[src/rtl/reorder_buffer_pkg.sv]
// Shared types for the reorder buffer: ROB/register widths, the CDB bus record
// and the per-entry record held in the ROB.
package reorder_buffer_pkg;
  localparam int ROB_WIDTH = 3;
  localparam int REG_WIDTH = 5;
  localparam int ROB_DEPTH = 1 << ROB_WIDTH;

  typedef struct packed {
    logic                 valid;
    logic [ROB_WIDTH-1:0] tag;
    logic [31:0]          data;
  } cdb_t;

  typedef struct packed {
    logic                 busy;
    logic                 done;
    logic                 dest;
    logic                 fpr;
    logic [REG_WIDTH-1:0] arch_num;
    logic [31:0]          data;
  } rob_entry_t;
endpackage

[src/rtl/reorder_buffer.sv]
// Circular reorder buffer: tag allocation, CDB capture, operand reads, in-order commit.
// Optional macro ROB_READ_BYPASS_EN forwards same-cycle CDB results to the read ports.
module reorder_buffer
  import reorder_buffer_pkg::*;
#(
  parameter int N_CDB = 2
) (
  input  logic                 clk,
  input  logic                 reset,
  input  logic                 issue,
  input  logic                 issue_dest,
  input  logic                 issue_fpr,
  input  logic [REG_WIDTH-1:0] issue_arch_num,
  output logic [ROB_WIDTH-1:0] issue_tag,
  output logic                 rob_full,
  input  cdb_t                 cdb [N_CDB],
  input  logic [ROB_WIDTH-1:0] read_tag [2],
  output cdb_t                 rob_read [2],
  input  logic                 commit_stall,
  output logic                 commit,
  output logic                 commit_gpr,
  output logic                 commit_fpr,
  output logic [REG_WIDTH-1:0] commit_arch_num,
  output logic [ROB_WIDTH-1:0] commit_tag,
  output logic [31:0]          commit_data
);

  localparam logic [ROB_WIDTH:0] FULL_COUNT = (ROB_WIDTH+1)'(ROB_DEPTH);

  rob_entry_t           entries [ROB_DEPTH];
  logic [ROB_WIDTH-1:0] head;
  logic [ROB_WIDTH-1:0] tail;
  logic [ROB_WIDTH:0]   count;
  logic [ROB_WIDTH:0]   count_next;
  logic                 issue_ok;
  logic                 empty;

  assign rob_full  = (count == FULL_COUNT);
  assign empty     = (count == '0);
  assign issue_ok  = issue && !rob_full;
  assign issue_tag = tail;

  assign commit          = !empty && entries[head].done && !commit_stall;
  assign commit_gpr      = commit && entries[head].dest && !entries[head].fpr;
  assign commit_fpr      = commit && entries[head].dest && entries[head].fpr;
  assign commit_arch_num = entries[head].arch_num;
  assign commit_tag      = head;
  assign commit_data     = entries[head].data;

  always_comb begin
    count_next = count;
    unique case ({issue_ok, commit})
      2'b10:   count_next = count + (ROB_WIDTH+1)'(1);
      2'b01:   count_next = count - (ROB_WIDTH+1)'(1);
      default: count_next = count;
    endcase
  end

  // Only busy/done and the pointers are flushed; payload fields are don't-care until re-issued.
  always_ff @(posedge clk) begin
    if (reset) begin
      head  <= '0;
      tail  <= '0;
      count <= '0;
      for (int i = 0; i < ROB_DEPTH; i++) begin
        entries[i].busy <= 1'b0;
        entries[i].done <= 1'b0;
      end
    end else begin
      // Later CDB ports override earlier ones on a (protocol-violating) tag collision.
      for (int k = 0; k < N_CDB; k++) begin
        if (cdb[k].valid && entries[cdb[k].tag].busy) begin
          entries[cdb[k].tag].done <= 1'b1;
          entries[cdb[k].tag].data <= cdb[k].data;
        end
      end
      if (issue_ok) begin
        entries[tail].busy     <= 1'b1;
        entries[tail].done     <= 1'b0;
        entries[tail].dest     <= issue_dest;
        entries[tail].fpr      <= issue_fpr;
        entries[tail].arch_num <= issue_arch_num;
        tail                   <= tail + ROB_WIDTH'(1);
      end
      if (commit) begin
        entries[head].busy <= 1'b0;
        head               <= head + ROB_WIDTH'(1);
      end
      count <= count_next;
    end
  end

  // The read record reuses cdb_t: its valid field carries the entry's done bit.
  always_comb begin
    for (int i = 0; i < 2; i++) begin
      rob_read[i].valid = entries[read_tag[i]].done;
      rob_read[i].tag   = read_tag[i];
      rob_read[i].data  = entries[read_tag[i]].data;
`ifdef ROB_READ_BYPASS_EN
      for (int k = 0; k < N_CDB; k++) begin
        if (cdb[k].valid && (cdb[k].tag == read_tag[i])) begin
          rob_read[i].valid = 1'b1;
          rob_read[i].data  = cdb[k].data;
        end
      end
`endif
    end
  end

endmodule

[config.mk]
export PLATFORM = sky130hd
export DESIGN_NAME = reorder_buffer
export DESIGN_NICKNAME = d
export VERILOG_FILES = /design/src/rtl/reorder_buffer_pkg.sv /design/src/rtl/reorder_buffer.sv
export SDC_FILE = /design/constraint.sdc
export NUM_CORES = 1
export LEC_CHECK = 0
export CAP_MARGIN = 20
export CORE_ASPECT_RATIO = 0.9
export CORE_MARGIN = 4
export CORE_UTILIZATION = 26
export CTS_BUF_LIST = sky130_fd_sc_hd__clkbuf_16
export DETAILED_ROUTE_END_ITERATION = 10
export SYNTH_ARGS = -nofsm -noshare
export SYNTH_HDL_FRONTEND = slang
export SYNTH_SLANG_ARGS = --single-unit
[constraint.sdc]
create_clock -name clk -period 7.7 [get_ports clk]
set_input_delay 1.54 -clock clk [delete_from_list [all_inputs] [get_ports clk]]
set_output_delay 1.54 -clock clk [all_outputs]
set_load 0.02 [all_outputs]
==> results.json <==
{
  "wire_per_inst_um": 26.6,
  "seq_power_share_pct": 46.5,
  "synthDominantCellAreaShare_pct": 46.0,
  "latest_clock_arrival_within_the_worst_skew_pair_ns": 0.55,
  "drc_errors": 0,
  "cts-root-to-sink-buffers": 3,
  "htreeDepth": 2,
  "worstHoldPathType": "flop to flop",
  "first_pass_grt_wire_length_um": 93200,
  "fin_skew_ns": 0.0207,
  "syn_to_final_growth_pct": 22.2,
  "power.share.clock_pct": 42.8,
  "outcome": "finished, final reports clean",
  "core_sq_um": 77800,
  "cell_type_contributing_the_most_total_cell_area_after_synthesis": "sky130_fd_sc_hd__edfxtp_1",
  "floorplan.initialDensity_pct": 26.2,
  "worstHoldPathCells": 2,
  "number_of_buffers_created_by_cts": 40,
  "period_needed_ns": 5.89,
  "setup_viol_count_final": 0,
  "dp_hpwl_um": 40500,
  "p_sw_mw": 1.02,
  "number_of_hold_buffers_added_after_cts": 0,
  "cp-start-kind": "flop",
  "min_from": "entries[0][39]",
  "grt_pass1_vias": 13478,
  "timing.reg2reg.setup_slack_ns": 3.19,
  "sw_ratio_pct": 23.4,
  "cellPowerDensity_nw_per_um2": 176,
  "final_nets": 1459,
  "post_layout_nonfiller_instances": 2440,
  "hold_end": "entries[0][39]",
  "finalMaxSlewViolations": 0,
  "antenna_found_initial": 7,
  "count_of_buffers_added_by_post_cts_timing_repair_for_setup": 0,
  "ys_dominant_reg_cell": "sky130_fd_sc_hd__edfxtp_1",
  "report.final.hold_viol_count": 0,
  "yosysUniqueCellTypes": 56,
  "max_cap_violations": 0,
  "grt_util_all_layers_pct": 15.4,
  "hold-worst-slack_ns": 0.537,
  "cts_tree": "built",
  "most_common_library_cell_in_the_layout_ignoring_fill_and_taps": "sky130_fd_sc_hd__edfxtp_1",
  "timing.critical_path.fanout_max": 48,
  "timing.rr.end": "count[2]",
  "die_width_um": 303,
  "netlist_area_sq_um": 20400,
  "detail_route.wirelength_um": 64800,
  "drt-pass1-iter-count": 5,
  "yosys_warnings": 0,
  "yosysSeqAreaShare_pct": 48.8,
  "cts.sink_count": 341,
  "routed-via-count": 12462,
  "cts.reportedPaths.clkPinSlew_ns": 0.06,
  "syn_area_per_cell_sq_um": 17.2,
  "grt_max_degree": 55,
  "synth_async_sr_flop_share_pct": 0,
  "layout_setup_ws_ns": 1.81,
  "top_area_cells_in_the_synthesized_netlist": "sky130_fd_sc_hd__edfxtp_1 46%, sky130_fd_sc_hd__mux4_2 23%, sky130_fd_sc_hd__mux2_2 13%, sky130_fd_sc_hd__mux2_1 7.0%, sky130_fd_sc_hd__dfxtp_1 2.8%",
  "globalRouteOverflowTotal": 0,
  "number_of_nets_with_antenna_violations_after_routing": 0,
  "placedCellCount": 2361,
  "worst_ep_required_ns": 6.16,
  "relSlewSlack_pct": 29.3,
  "postCtsResizedCells": 0,
  "comb_power_share_pct": 10.7,
  "floorplan.io_pins": 208,
  "synth.ff_latch_count": 341,
  "leakage_power_nw": 7.82,
  "placement.setup.worst_slack_ns": 1.89,
  "most_frequent_cells_in_the_layout": "312 x sky130_fd_sc_hd__edfxtp_1, 240 x sky130_fd_sc_hd__mux2_2, 210 x sky130_fd_sc_hd__mux4_2, 201 x sky130_fd_sc_hd__clkdlybuf4s50_1, 126 x sky130_fd_sc_hd__mux2_1",
  "postSynthNetCount": 1280,
  "clock-root-buffer": "sky130_fd_sc_hd__clkbuf_16",
  "dr_iter_0_viols": 903,
  "die-height_um": 274,
  "path_class": "flop to output pin",
  "vias_per_cell": 5.11,
  "worstRegToRegCells": 11,
  "accumulated_negative_setup_slack_ns": 0,
  "peakVddDrop_mv": 0.119,
  "row_cnt": 97,
  "routabilityCongestion": 0.764,
  "post_synth_inst_count": 1187,
  "nFillCells": 7514,
  "max_clock_freq_ghz": 0.170,
  "end_kind": "output pin",
  "finalCritPeriodShare_pct": 76.5,
  "crit_arrival_ns": 4.35,
  "internal_power_mw": 3.35,
  "synth_edf_count": 312,
  "worst_margin_slew_ns": 1.06,
  "numPortBuffers": 207,
  "ratio_of_cells_with_drive_above_1_in_the_final_layout_pct": 40.5,
  "grt_setup_unrepaired": "no",
  "design.die.area_sq_um": 82900
}
==> flip-flops by register name, indices dropped and copies added, names as in the netlist, named ones only <==
signal      cells
entries       328
count           4
commit_tag      3
issue_tag       3
==> stage by stage <==
| stage | cell area, sq um | total power [mW] | utilization (%) |
|---|---|---|---|
| global route | 24900 | 4.53 | 32.0 |
| CTS | 24900 | 4.43 | 32.0 |
| floorplan | 20400 | 2.34 | - |
| global placement | 23500 | 2.53 | 30.3 |
| detailed placement | 23600 | 2.54 | 30.3 |
| finish | 24900 | 4.37 | 32.0 |
==> worst max path at each step <==
stage | cells past startpoint | endpoint | slack [ns] | start
global route | 6 | commit_gpr | 1.67 | flop
global placement | 6 | entries[5][10] | 1.81 | reset
finish | 6 | commit_gpr | 1.81 | flop
floorplan | 5 | entries[3][0] | 1.57 | cdb[68]
CTS | 6 | commit_gpr | 1.79 | flop
detailed placement | 5 | rob_read[1] | 1.89 | read_tag[0]
==> metal layers <==
metal  GRT usage [%]  wire (um)  vias to the layer above
met5               0         38                        -
met1            19.6      27100                     6631
li1                -          -                     5356
met4            3.98       1250                        6
met2            26.8      32600                      386
met3            3.04       3770                       83
==> logic make-up (layout without fill, tap and decap cells) <==
logic type,after synthesis,in the layout,synth area share (%)
buffers and inverters,104,313,2.46
flip-flops,341,341,48.8
AO/OA/AOI/OAI,43,43,1.56
multiplexers,582,582,43.7
AND/OR/NAND/NOR,110,110,3.02
other,0,5,0
XOR/XNOR,3,3,0.129
adder cells (fa/ha/maj),4,4,0.246
==> worst max-delay path, stage by stage (launching register included) <==
cell	delay [ns]
sky130_fd_sc_hd__dfxtp_4	0.71
sky130_fd_sc_hd__buf_4	0.81
sky130_fd_sc_hd__nor2b_1	0.12
sky130_fd_sc_hd__a2bb2oi_1	0.60
sky130_fd_sc_hd__and3_1	0.63
sky130_fd_sc_hd__and3_1	0.25
sky130_fd_sc_hd__clkdlybuf4s50_1	0.61
==> synth_stat cells, types with 2 or more instances <==
library cell	count
sky130_fd_sc_hd__xor2_1	2
sky130_fd_sc_hd__buf_4	21
sky130_fd_sc_hd__ha_1	4
sky130_fd_sc_hd__buf_2	25
sky130_fd_sc_hd__nand4_1	3
sky130_fd_sc_hd__a21oi_1	10
sky130_fd_sc_hd__nand3_1	11
sky130_fd_sc_hd__a31oi_1	5
sky130_fd_sc_hd__nand2_1	19
sky130_fd_sc_hd__a311oi_1	2
sky130_fd_sc_hd__nor3b_1	3
sky130_fd_sc_hd__mux2_2	240
sky130_fd_sc_hd__buf_1	10
sky130_fd_sc_hd__inv_1	4
sky130_fd_sc_hd__and3_1	5
sky130_fd_sc_hd__nor2_1	23
sky130_fd_sc_hd__mux4_2	210
sky130_fd_sc_hd__mux2_1	126
sky130_fd_sc_hd__and2_1	2
sky130_fd_sc_hd__a21o_1	2
sky130_fd_sc_hd__nor2b_1	18
sky130_fd_sc_hd__nand2b_1	4
sky130_fd_sc_hd__nand3_2	2
sky130_fd_sc_hd__o21a_1	3
sky130_fd_sc_hd__edfxtp_1	312
sky130_fd_sc_hd__nor3_1	6
sky130_fd_sc_hd__a2bb2oi_1	3
sky130_fd_sc_hd__and2b_1	2
sky130_fd_sc_hd__dfxtp_1	29
sky130_fd_sc_hd__o21ai_0	3
sky130_fd_sc_hd__mux2i_1	6
sky130_fd_sc_hd__a211oi_1	2
sky130_fd_sc_hd__clkbuf_1	44
sky130_fd_sc_hd__nand3b_1	4
==> power groups by stage <==
stage	Clock (mW)	Sequential, mW	Combinational, mW
global route	2.00	2.04	0.497
CTS	1.93	2.04	0.470
global placement	0	2.07	0.461
detailed placement	0	2.07	0.468
finish	1.87	2.04	0.466
floorplan	0	2.07	0.264
==> final cells by class <==
class / count / area [sq um] / share of cell area [%]
diodes: 5 / 12.5 / 0.0503
inverters: 4 / 15.0 / 0.0603
clock inverters: 32 / 277 / 1.11
clock buffers: 40 / 1000 / 4.02
multi-input cells: 742 / 10000 / 40.2
well taps: 1039 / 1300 / 5.22
flip-flops and latches: 341 / 9960 / 40.0
repair buffers: 237 / 2320 / 9.33
(Power assumes the default switching activity.)
